==> config.mk <==
export PLATFORM = sky130hd
export DESIGN_NAME = blink_rate_ctrl
export DESIGN_NICKNAME = d
export VERILOG_FILES = /design/src/rtl/blink_rate_ctrl.sv
export SDC_FILE = /design/constraint.sdc
export NUM_CORES = 1
export LEC_CHECK = 0
export BUFFER_PORTS_ARGS = -buffer_cell sky130_fd_sc_hd__buf_2
export CORE_MARGIN = 3
export CORE_UTILIZATION = 40
export CTS_BUF_LIST = sky130_fd_sc_hd__clkbuf_16
export DETAILED_ROUTE_END_ITERATION = 7
export PLACE_DENSITY = 0.67
export SYNTH_ARGS = -nofsm -noshare
export SYNTH_HDL_FRONTEND = slang
export SYNTH_SLANG_ARGS = --single-unit
==> constraint.sdc <==
create_clock -name clk -period 2.6 [get_ports clk]
set_clock_uncertainty 0.1 [all_clocks]
set_input_delay 0.52 -clock clk [delete_from_list [all_inputs] [get_ports clk]]
set_output_delay 0.52 -clock clk [all_outputs]
set_load 0.05 [all_outputs]
==> src/rtl/blink_rate_ctrl.sv <==
// blink_rate_ctrl
// Control stage in front of the LED blink counter. The run switch and the
// faster/slower push-buttons are synchronized and debounced. The block keeps
// a 3-bit rate level and drives the counter's enable and terminal count.
// When the rate changes while running, o_en is dropped for one cycle in the
// same cycle the new o_freq appears, so the counter restarts cleanly.
//
// Build option: define BLINK_RATE_WRAP_EN to make the level wrap (7->0 on up,
// 0->7 on down). Without it, the level saturates at 0 and 7.
//
// Ports:
//   clk       system clock
//   reset_n   asynchronous active-low reset
//   i_sw_run  raw run switch (async, active-high)
//   i_btn_up  raw "faster" button (async, active-high)
//   i_btn_dn  raw "slower" button (async, active-high)
//   o_en      registered enable to the blink counter
//   o_freq    registered toggle period in clk cycles, max(BASE_PERIOD >> level, 1)
//   o_level   registered rate level, 0 = slowest
//
// Handshake: none. Presses are single-cycle pulses derived internally from
// debounced rising edges; there is no valid/ready flow on this block.
module blink_rate_ctrl #(
  parameter int unsigned DEBOUNCE_CYCLES = 1_000_000,
  parameter int unsigned BASE_PERIOD     = 50_000_000
) (
  input  logic        clk,
  input  logic        reset_n,
  input  logic        i_sw_run,
  input  logic        i_btn_up,
  input  logic        i_btn_dn,
  output logic        o_en,
  output logic [31:0] o_freq,
  output logic [2:0]  o_level
);

  localparam int unsigned      CNT_W   = $clog2(DEBOUNCE_CYCLES + 1);
  localparam logic [CNT_W-1:0] CNT_MAX = CNT_W'(DEBOUNCE_CYCLES);
  localparam logic [CNT_W-1:0] CNT_ONE = CNT_W'(1);
  localparam logic [31:0]      BASE_W  = 32'(BASE_PERIOD);

  // Channel order inside the packed vectors: bit 0 run, bit 1 up, bit 2 dn.
  localparam int CH_RUN = 0;
  localparam int CH_UP  = 1;
  localparam int CH_DN  = 2;

  typedef enum logic [1:0] {
    ST_STOP   = 2'd0,
    ST_RUN    = 2'd1,
    ST_RELOAD = 2'd2
  } state_t;

  logic [2:0]       raw;
  logic [2:0]       sync1_q, sync2_q;
  logic [2:0]       db_q, db_d, db_prev_q;
  logic [CNT_W-1:0] cnt_q [3];
  logic [CNT_W-1:0] cnt_d [3];

  logic             up_press, dn_press, run;
  logic [2:0]       level_q, level_d;
  logic [31:0]      freq_q, freq_d, shifted;
  logic             level_change;

  state_t           state_q, state_d;
  logic             en_q, en_d;

  assign raw = {i_btn_dn, i_btn_up, i_sw_run};

  // Debounce: count consecutive cycles of disagreement; any agreement clears
  // the count. Reaching DEBOUNCE_CYCLES accepts the new level.
  always_comb begin
    for (int i = 0; i < 3; i++) begin
      db_d[i]  = db_q[i];
      cnt_d[i] = '0;
      if (sync2_q[i] != db_q[i]) begin
        if ((cnt_q[i] + CNT_ONE) == CNT_MAX) begin
          db_d[i] = sync2_q[i];
        end else begin
          cnt_d[i] = cnt_q[i] + CNT_ONE;
        end
      end
    end
  end

  assign run      = db_q[CH_RUN];
  assign up_press = db_q[CH_UP] & ~db_prev_q[CH_UP];
  assign dn_press = db_q[CH_DN] & ~db_prev_q[CH_DN];

  // Level and period next-state. Opposite presses in the same cycle cancel.
  always_comb begin
    level_d = level_q;
    if (up_press && !dn_press) begin
`ifdef BLINK_RATE_WRAP_EN
      level_d = level_q + 3'd1;
`else
      if (level_q != 3'd7) level_d = level_q + 3'd1;
`endif
    end else if (dn_press && !up_press) begin
`ifdef BLINK_RATE_WRAP_EN
      level_d = level_q - 3'd1;
`else
      if (level_q != 3'd0) level_d = level_q - 3'd1;
`endif
    end
    shifted = BASE_W >> level_d;
    freq_d  = (shifted == 32'd0) ? 32'd1 : shifted;
  end

  // Only a real change of level counts; a saturated press is a no-op.
  assign level_change = (level_d != level_q);

  // Run=0 wins over a level change; the level register still updates.
  always_comb begin
    state_d = state_q;
    case (state_q)
      ST_STOP: begin
        if (run) state_d = ST_RUN;
      end
      ST_RUN: begin
        if (!run)              state_d = ST_STOP;
        else if (level_change) state_d = ST_RELOAD;
      end
      ST_RELOAD: begin
        if (!run)              state_d = ST_STOP;
        else if (level_change) state_d = ST_RELOAD;
        else                   state_d = ST_RUN;
      end
      default: state_d = ST_STOP;
    endcase
    en_d = (state_d == ST_RUN);
  end

  always_ff @(posedge clk or negedge reset_n) begin
    if (!reset_n) begin
      sync1_q   <= '0;
      sync2_q   <= '0;
      db_q      <= '0;
      db_prev_q <= '0;
      for (int i = 0; i < 3; i++) cnt_q[i] <= '0;
      level_q   <= '0;
      freq_q    <= BASE_W;
      state_q   <= ST_STOP;
      en_q      <= 1'b0;
    end else begin
      sync1_q   <= raw;
      sync2_q   <= sync1_q;
      db_q      <= db_d;
      db_prev_q <= db_q;
      for (int i = 0; i < 3; i++) cnt_q[i] <= cnt_d[i];
      level_q   <= level_d;
      freq_q    <= freq_d;
      state_q   <= state_d;
      en_q      <= en_d;
    end
  end

  assign o_en    = en_q;
  assign o_freq  = freq_q;
  assign o_level = level_q;

endmodule

==> results of run 1 <==
==> layout make-up <==
class,instances,area (µm²)
multi-input cells,411,2673
fillers,1177,6551
flip-flops and latches,103,2605
well taps,172,215.2
clock inverters,7,55.05
clock buffers,9,225.2
repair buffers,71,491.7
inverters,16,60.06
==> worst max-delay path by stage <==
| stage | from | endpoint | slack [ns] | cells after the start |
|---|---|---|---|---|
| floorplan | cnt_q[20]$_DFF_PN0_ | db_q[1]$_DFFE_PN0P_ | 0.004 | 8 |
| global placement | cnt_q[20]$_DFF_PN0_ | db_q[1]$_DFFE_PN0P_ | 0.11 | 7 |
| detailed placement | cnt_q[20]$_DFF_PN0_ | db_q[1]$_DFFE_PN0P_ | 0.05 | 7 |
| CTS | cnt_q[20]$_DFF_PN0_ | db_q[1]$_DFFE_PN0P_ | 0.03 | 7 |
| global route | cnt_q[40]$_DFF_PN0_ | db_q[0]$_DFFE_PN0P_ | -0.01 | 8 |
| finish | cnt_q[21]$_DFF_PN0_ | db_q[1]$_DFFE_PN0P_ | 0.06 | 7 |
==> stage by stage <==
stage	setup WS (ns)	power, µW	hold slack (ns)	cells	utilization, %
after floorplan	0.003549	1735	0.1244	560	-
after global placement	0.1147	1789	0.2346	770	46.05
after detailed placement	0.04767	1793	0.2418	770	46.05
after CTS	0.03008	3058	0.1386	786	48.23
after global routing	-0.01464	3163	0.1575	789	49.12
final	0.06320	3029	0.1259	789	49.12
==> kinds of logic after synthesis <==
kind of cell | count (synthesis) | share of synthesized area [%]
flops | 103 | 48.17
other cells | 1 | 0.06968
simple gates | 267 | 26.46
xor+xnor | 57 | 9.277
buf+inv | 46 | 4.046
compound gates | 67 | 8.812
mux | 5 | 1.069
fa+ha+maj | 9 | 2.093
==> registers in the layout (all words and copies together), names as in the netlist <==
signal     count
cnt_q         60
db_prev_q      2
db_q           3
o_en           1
o_freq        26
o_level        3
state_q        2
sync1_q        3
sync2_q        3
==> layer usage <==
metal / wire (µm) / up-vias / GRT usage, %
met4: 99 / 0 / 3.711
met2: 5494 / 66 / 25.93
li1: - / 2067 / -
met5: 0 / - / 0
met1: 5176 / 2046 / 21.78
met3: 424 / 10 / 3.946
==> power by group through the flow <==
stage	Clock, µW	Sequential, µW	Combinational, µW
floorplan	0	1660	74.0
global placement	0	1670	124
detailed placement	0	1670	126
CTS	1300	1640	127
global route	1380	1640	146
finish	1260	1640	128
==> repair_timing <==
action                                  4_1_cts  5_1_grt
resized for setup                             0       25
endpoints found under the setup margin        0       52
buffers inserted                              0        3
==> cell usage in the layout (no fill, tap or decap), drive strengths merged, types with 3 or more instances in the layout <==
master,netlist,final
a211oi,4,4
a21oi,12,12
and2,4,4
and3,8,8
and4,7,7
buf,23,71
clkbuf,7,9
clkinv,0,4
conb,1,6
dfrtp,91,91
dfstp,12,12
ha,9,9
inv,16,18
mux2,3,3
nand2,42,42
nand2b,10,10
nand3,21,21
nand4,17,17
nor2,61,61
nor2b,6,6
nor3,49,49
nor3b,4,4
nor4,18,18
o21a,5,5
o21ai,12,12
o221ai,4,4
o22ai,3,3
o31a,5,5
or2,3,3
or3,4,4
or4,6,6
xnor2,35,35
xor2,22,22
==> run metrics, run 1 <==
CP cell instances ha_4 -> nand3b_1 -> or4_1 -> a21boi_2 -> o221ai_2 -> nor4_4 -> mux2_4; Crit-path slowest cell or4_1; worst reg-to-reg path cell count 7; Area growth syn-to-layout 17.53%; setup_tns 0 ns; post-route DRC violation count 0; predominant post-synthesis flop cell dfrtp_1; nature of the critical path startpoint flop; power per standard cell area 478.9 nW/µm²; hold crit path type primary input to asynchronous set/reset pin; worst r2r dst db_q[1]$_DFFE_PN0P_; combined global-route utilization of all metal layers 16.00%; delay-heaviest family, CP simple AND/OR/NAND/NOR gates; die footprint 14880 µm²; routed wirelength normalized by instance count 14.19 µm; fin crit share 97.57%; worst reg2reg path startpoint cnt_q[21]$_DFF_PN0_; number of antenna violations at the first check in global routing 0; CP Max Fanout 7; worst endpoint data arrival time 2.66 ns; proportion of power drawn by flip-flops and latches 54.1%; Critical path buffers and inverters 0; initial core utilization 41.79%; Async SR Flop Fraction 100.0%; Final #Nets 626; final setup violation count 0; IO Port Bufs 34; die width 122.0 µm; static power due to leakage 0.002655 µW; cts hold-fix bufs 0; deepest level of the CTS H-tree 3; count of yosys warnings during synthesis 0; clock sink count 103; clock tree root buffer cell clkbuf_16; row count 41; Yosys cell types 65; type of the setup path with the least slack flop to flop; leading cell types by count after synthesis dfrtp_1 (91), nor2_1 (61), nor3_1 (49); clock tree from TritonCTS done; antenna violation net count after detailed routing 0; fin area 6325 µm²; max-slew headroom at the worst pin 55.26%; vias per cell 5.309; pin count of the biggest net entering global routing 52; highest ir drop seen on vdd 0.4696 mV; fraction of layout cells with a size suffix above 1 21.39%; Avg Inst Size Synth 9.696 µm²; most frequently used cell type in the post-synthesis netlist dfrtp_1; number of diodes 0; Synth Register Bits 103; Yosys top cell by area dfrtp_1; vertical extent of the die 122.0 µm; flop2flop setup slack 0.06 ns; via count of the first global-routing pass 4110; number of iterations in the first detailed-routing pass 4; Final Hold Violating Endpoints 0; global route overflow 0; Max Transition Viols Final 0; clock network fraction of total power 41.7%; via count of the routed design 4189; switching power 708.2 µW; Synth top area share 42.32%; fin crit period 2.537 ns; post-synthesis sequential area ratio 48.17%; Post-Route WL 11.19 mm; clock transition at the registers of the reported paths 0.07 ns; number of enable-type register cells in the synthesized netlist 0; CP required 2.72 ns; internal power 2320 µW; max-capacitance violation count 0; routability cong. 0.8873; TritonCTS Buffers 9; number of top-level pins 41; Detailed Route Iter0 Violations 317; logic gate share of total power 4.2%; Critical Path Sink Type flop; Core Footprint 12880 µm²; outcome complete, no violations; clock latency at the later pin of the worst-skew pair 0.34 ns; cell area after placement 5929 µm²; pin slew with the least headroom to its limit 0.6711 ns; top cells by area in the synthesized netlist dfrtp_1 (42%), dfstp_2 (5.9%), xnor2_1 (5.7%); post-synthesis cell count 555; FMAX 0.3942 GHz; sum of net half-perimeters after detailed placement 8.059 mm; deepest clock path buffer count 2; slowest stage delay, CP 0.49 ns; wire length of the first global-routing pass 19.58 mm; switching power share of the total 23.38%; Synth Cell Area 5381 µm²
(Power assumes the default switching activity.)
==> run 2, diff against run 1 <==
- CORE_UTILIZATION: 40 -> 24
- PLACE_DENSITY: 0.67 -> 0.48
==> run 2 against run 1 <==
- the run now ends with negative hold slack left
- hold slack lost 0.13 ns
- die area grew 63%
- utilization shrank 19 points
- first-iteration DRC count shrank 41%
- non-clock buffer count grew 21
- sequential share of layout area shrank 2.1 points
- sequential power is essentially flat
- flip-flop and latch count is the same
- count of clock-buffer cells in the layout is the same
- wire length grew 12%
- critical path type unchanged
- critical endpoint unchanged
==> run metrics, run 2 (synthesis gave the netlist of run 1 again) <==
post-route DRC violation count 0; fin crit share 95.95%; met2 usage in global routing 17.58%; unrepaired setup endpoints after global routing yes; FILL cells 2263; CP required 2.75 ns; switching power 802.0 µW; Detailed Route Iter0 Violations 188; logic gate share of total power 4.3%; wire length of the first global-routing pass 21.15 mm; Crit-path slowest cell or4_1; routability cong. 0.8675; global routing met1 resource utilization 13.62%; pin count of the biggest net entering global routing 34; number of antenna violations at the first check in global routing 0; Final Hold Violating Endpoints 3; row count 54; internal power 2352 µW; highest ir drop seen on vdd 0.3571 mV; post-place setup slack -0.04127 ns; hold crit path type primary input to asynchronous set/reset pin; number of top-level pins 41; worst r2r dst db_q[1]$_DFFE_PN0P_; flop2flop setup slack 0.11 ns; cell area after placement 6195 µm²; TritonCTS Buffers 9; CP cell instances ha_4 -> nand3b_1 -> or4_1 -> a21boi_2 -> o221ai_2 -> nor4_4 -> buf_4 -> mux2_4; delay-heaviest family, CP simple AND/OR/NAND/NOR gates; pin slew with the least headroom to its limit 0.5543 ns; Most Crowded Layer GR met2; clock sink count 103; Critical path buffers and inverters 1; max-slew headroom at the worst pin 62.70%; via count of the first global-routing pass 4294; antenna violation net count after detailed routing 0; deepest level of the CTS H-tree 3; proportion of power drawn by flip-flops and latches 51.9%; grt met3 use 2.913%; violated checks negative hold slack; switching power share of the total 25.43%; number of diodes 0; worst slack on hold paths -0.002796 ns; cts hold-fix bufs 0; clock tree root buffer cell clkbuf_16; power per standard cell area 474.5 nW/µm²; clock latency at the later pin of the worst-skew pair 0.36 ns; largest register by flop count cnt_q; number of iterations in the first detailed-routing pass 4; combined global-route utilization of all metal layers 10.49%; slowest stage delay, CP 0.48 ns; CP Max Fanout 8; Core Footprint 21960 µm²; routed wirelength normalized by instance count 13.64 µm; final setup violation count 0; die footprint 24250 µm²; final cell count without fillers 918; clock transition at the registers of the reported paths 0.08 ns; FMAX 0.4008 GHz; Area growth syn-to-layout 23.51%; Post-Route WL 12.52 mm; worst reg2reg path startpoint cnt_q[20]$_DFF_PN0_; Max Transition Viols Final 0; max FFs per register 60; Final #Nets 647; most common library cell in the layout ignoring fill and taps dfrtp_1; Critical Path Sink Type flop; commonest cells after routing, fill and taps aside dfrtp_1 (88), nor2_1 (60), buf_4 (56); via count of the routed design 4304; fin crit period 2.495 ns; vertical extent of the die 155.7 µm; vias per cell 4.688; post-layout worst setup margin 0.1052 ns; IO Port Bufs 34; number of cells in the design after placement 897; worst endpoint data arrival time 2.64 ns; global route overflow 0; outcome finished, violations left; fin area 6646 µm²; deepest clock path buffer count 2; type of the setup path with the least slack flop to flop; fraction of layout cells with a size suffix above 1 23.67%; max-capacitance violation count 0; Util after Layout 30.27%; clock network fraction of total power 43.8%; die width 155.7 µm; static power due to leakage 0.002787 µW; worst reg-to-reg path cell count 8; clock tree from TritonCTS done; nature of the critical path startpoint flop; sum of net half-perimeters after detailed placement 8.961 mm; initial core utilization 24.51%
## run 2: power groups by stage
stage	clock, µW	sequential [µW]	combinational, µW
2_1_floorplan	0	1660	74.0
3_3_place_gp	0	1660	136
3_5_place_dp	0	1660	138
4_1_cts	1430	1630	139
5_1_grt	1500	1640	154
6_report	1380	1640	136
## run 2: per-stage QoR
stage,hold WS [ns],power (µW),setup TNS (ns)
after floorplan,0.1244,1735,0
after global placement,0.2331,1799,-0.02958
after detailed placement,0.2347,1803,-0.1886
after CTS,0.01313,3203,0
after global routing,0.02293,3292,-0.02075
final,-0.002796,3154,0
## run 2: worst register-to-register path, stage by stage (launching register included)
cell,delay (ns)
dfrtp_1,0.41
ha_4,0.20
nand3b_1,0.15
or4_1,0.48
a21boi_2,0.16
o221ai_2,0.14
nor4_4,0.28
buf_4,0.17
mux2_4,0.29
## run 2: per-layer routing
| layer | wire length (µm) | up-vias |
|---|---|---|
| li1 | - | 2112 |
| met5 | 0 | - |
| met3 | 452 | 10 |
| met1 | 5843 | 2115 |
| met2 | 6103 | 67 |
| met4 | 121 | 0 |
## run 2: worst max-delay path by stage
| stage | from | end | depth (start not counted) |
|---|---|---|---|
| after floorplan | cnt_q[20]$_DFF_PN0_ | db_q[1]$_DFFE_PN0P_ | 8 |
| after global placement | cnt_q[20]$_DFF_PN0_ | db_q[1]$_DFFE_PN0P_ | 7 |
| after detailed placement | cnt_q[20]$_DFF_PN0_ | db_q[1]$_DFFE_PN0P_ | 7 |
| after CTS | cnt_q[20]$_DFF_PN0_ | cnt_q[39]$_DFF_PN0_ | 9 |
| after global routing | cnt_q[40]$_DFF_PN0_ | db_q[0]$_DFFE_PN0P_ | 8 |
| final | cnt_q[20]$_DFF_PN0_ | db_q[1]$_DFFE_PN0P_ | 8 |
## run 2: final cells by class
type / instances / area (µm²) / share of cell area (%)
tap: 280 / 350.3 / 5.271
timing repair buffer: 92 / 636.9 / 9.582
sequential: 103 / 2596 / 39.06
multi-input combinational: 411 / 2695 / 40.55
inverter: 16 / 60.06 / 0.9036
clock inverter: 7 / 82.58 / 1.242
clock buffer: 9 / 225.2 / 3.389
## run 2: repair_timing
action                     in CTS  in global routing
setup endpoints to repair      14                 50
cloned                          0                  0
setup buffers                   3                  2
pin swaps                       1                  5
resized for setup               1                 21
==> run 3, diff against run 2 <==
- CTS_BUF_LIST: sky130_fd_sc_hd__clkbuf_16 -> sky130_fd_sc_hd__clkbuf_4
==> run 3 against run 2 <==
- the run now ends clean
- design area fell by 2.1%
- largest cell class unchanged
- utilization fell by 0.63 points
- clock power fell by 37%
- final cell count rose by 0.33%
- wire length fell by 1.7%
- largest power group unchanged
- critical endpoint unchanged
- non-clock buffer count rose by 3
- total power fell by 16%
- critical path depth did not move
- via count fell by 0.33%
==> run metrics, run 3 (synthesis gave the netlist of run 1 again) <==
post-route DRC violation count 0; row count 54; type of the setup path with the least slack flop to flop; deepest level of the CTS H-tree 3; nature of the critical path startpoint flop; static power due to leakage 0.002726 µW; Util after Layout 29.64%; worst slack on hold paths 0.2708 ns; routed wirelength normalized by instance count 13.36 µm; Critical Path Sink Type flop; grt met3 use 2.746%; clock sink count 103; TritonCTS Buffers 9; CP Max Fanout 8; routability cong. 0.8675; Core Footprint 21960 µm²; die width 155.7 µm; global route overflow 0; Detailed Route Iter0 Violations 181; combined global-route utilization of all metal layers 10.45%; Post-Route WL 12.31 mm; commonest cells after routing, fill and taps aside dfrtp_1 (86), nor2_1 (60), buf_4 (55); IO Port Bufs 34; max FFs per register 60; most common library cell in the layout ignoring fill and taps dfrtp_1; clock latency at the later pin of the worst-skew pair 0.48 ns; Reg area 2599 µm²; FMAX 0.3995 GHz; max-capacitance violation count 0; deepest clock path buffer count 2; CP Depth 8; largest register by flop count cnt_q; met2 usage in global routing 17.46%; Critical path buffers and inverters 1; wire length of the first global-routing pass 21.09 mm; max-slew headroom at the worst pin 61.77%; worst endpoint data arrival time 2.80 ns; sum of net half-perimeters after detailed placement 8.961 mm; outcome complete, no violations; FILL cells 2290; CP cell instances ha_4 -> nand3b_1 -> or4_1 -> a21boi_2 -> o221ai_2 -> nor4_4 -> buf_4 -> mux2_4; Max Transition Viols Final 0; clock tree root buffer cell clkbuf_4; fin crit period 2.503 ns; post-layout worst setup margin 0.09696 ns; slowest stage delay, CP 0.48 ns; initial core utilization 24.51%; die footprint 24250 µm²; number of iterations in the first detailed-routing pass 4; clock tree from TritonCTS done; combined area of the multi-input logic cells 2680 µm²; flop2flop setup slack 0.1 ns; antenna violation net count after detailed routing 0; fraction of layout cells with a size suffix above 1 23.56%; via count of the first global-routing pass 4277; worst r2r dst db_q[1]$_DFFE_PN0P_; fin crit share 96.27%; clock transition at the registers of the reported paths 0.19 ns; CP required 2.89 ns; vias per cell 4.658; setup_tns 0 ns; worst reg2reg path startpoint cnt_q[20]$_DFF_PN0_; number of diodes 0; number of antenna violations at the first check in global routing 0; worst reg-to-reg path cell count 8; highest ir drop seen on vdd 0.2792 mV; global routing met1 resource utilization 13.69%; vertical extent of the die 155.7 µm; number of top-level pins 41; pin slew with the least headroom to its limit 0.5682 ns; Final Hold Violating Endpoints 0; final setup violation count 0; via count of the routed design 4290; power per standard cell area 406.2 nW/µm²; Crit-path slowest cell or4_1; delay-heaviest family, CP simple AND/OR/NAND/NOR gates; last element of the critical path db_q[1]$_DFFE_PN0P_; pin count of the biggest net entering global routing 34; post-place setup slack -0.04127 ns; Area growth syn-to-layout 20.95%; hold crit path type flop to flop; Final #Nets 650; Worst Setup SP cnt_q[20]$_DFF_PN0_; Most Crowded Layer GR met2
-- run 3: changes by cell type in the layout (fill, tap and decap cells not counted), sizes merged --
| cell | change |
|---|---|
| buf | -1 |
| dlygate4sd3 | +4 |
-- run 3: metrics by stage --
| step | total power (µW) | area (µm²) | instances |
|---|---|---|---|
| 2_1_floorplan | 1735 | 5406 | 560 |
| 3_3_place_gp | 1799 | 6195 | 897 |
| 3_5_place_dp | 1803 | 6195 | 897 |
| 4_1_cts | 2694 | 6407 | 919 |
| 5_1_grt | 2782 | 6509 | 921 |
| 6_report | 2644 | 6509 | 921 |
-- run 3: final cells by class --
type                       instances  area share [%]
clock inverter                     7           1.269
tap                              280           5.383
inverter                          16          0.9227
multi-input combinational        411           41.18
sequential                       103           39.93
clock buffer                       9           1.038
timing repair buffer              95           10.28
-- run 3: power by group --
part	internal [µW]	switching (µW)	total (µW)
sequential	1620	17.0	1640
clock	236	626	863
combinational	49.5	93.9	143
total	1910	737	2640
-- run 3: what timing repair did --
item,CTS,global route
endpoints found under the hold margin,27,1
hold buffers,3,1
pin swaps,1,2
endpoints found under the setup margin,14,48
resized for setup,2,20
setup buffers,3,1
-- run 3: worst min-delay path by stage --
stage                               startpoint  slack [ns]  cells after the start                    to
after floorplan                        reset_n        0.12                      0    cnt_q[0]$_DFF_PN0_
after global placement    sync1_q[0]$_DFF_PN0_        0.23                      0  sync2_q[0]$_DFF_PN0_
after detailed placement  sync1_q[1]$_DFF_PN0_        0.23                      0  sync2_q[1]$_DFF_PN0_
after CTS                             i_btn_up       0.001                      1  sync1_q[1]$_DFF_PN0_
after global routing      sync1_q[2]$_DFF_PN0_        0.28                      0  sync2_q[2]$_DFF_PN0_
final                     sync1_q[2]$_DFF_PN0_        0.27                      0  sync2_q[2]$_DFF_PN0_
-- run 3: routing by layer --
layer / routed length (µm) / vias to the layer above
met3: 367 / 8
met4: 89 / 0
met2: 5999 / 59
met5: 0 / -
li1: - / 2119
met1: 5850 / 2104
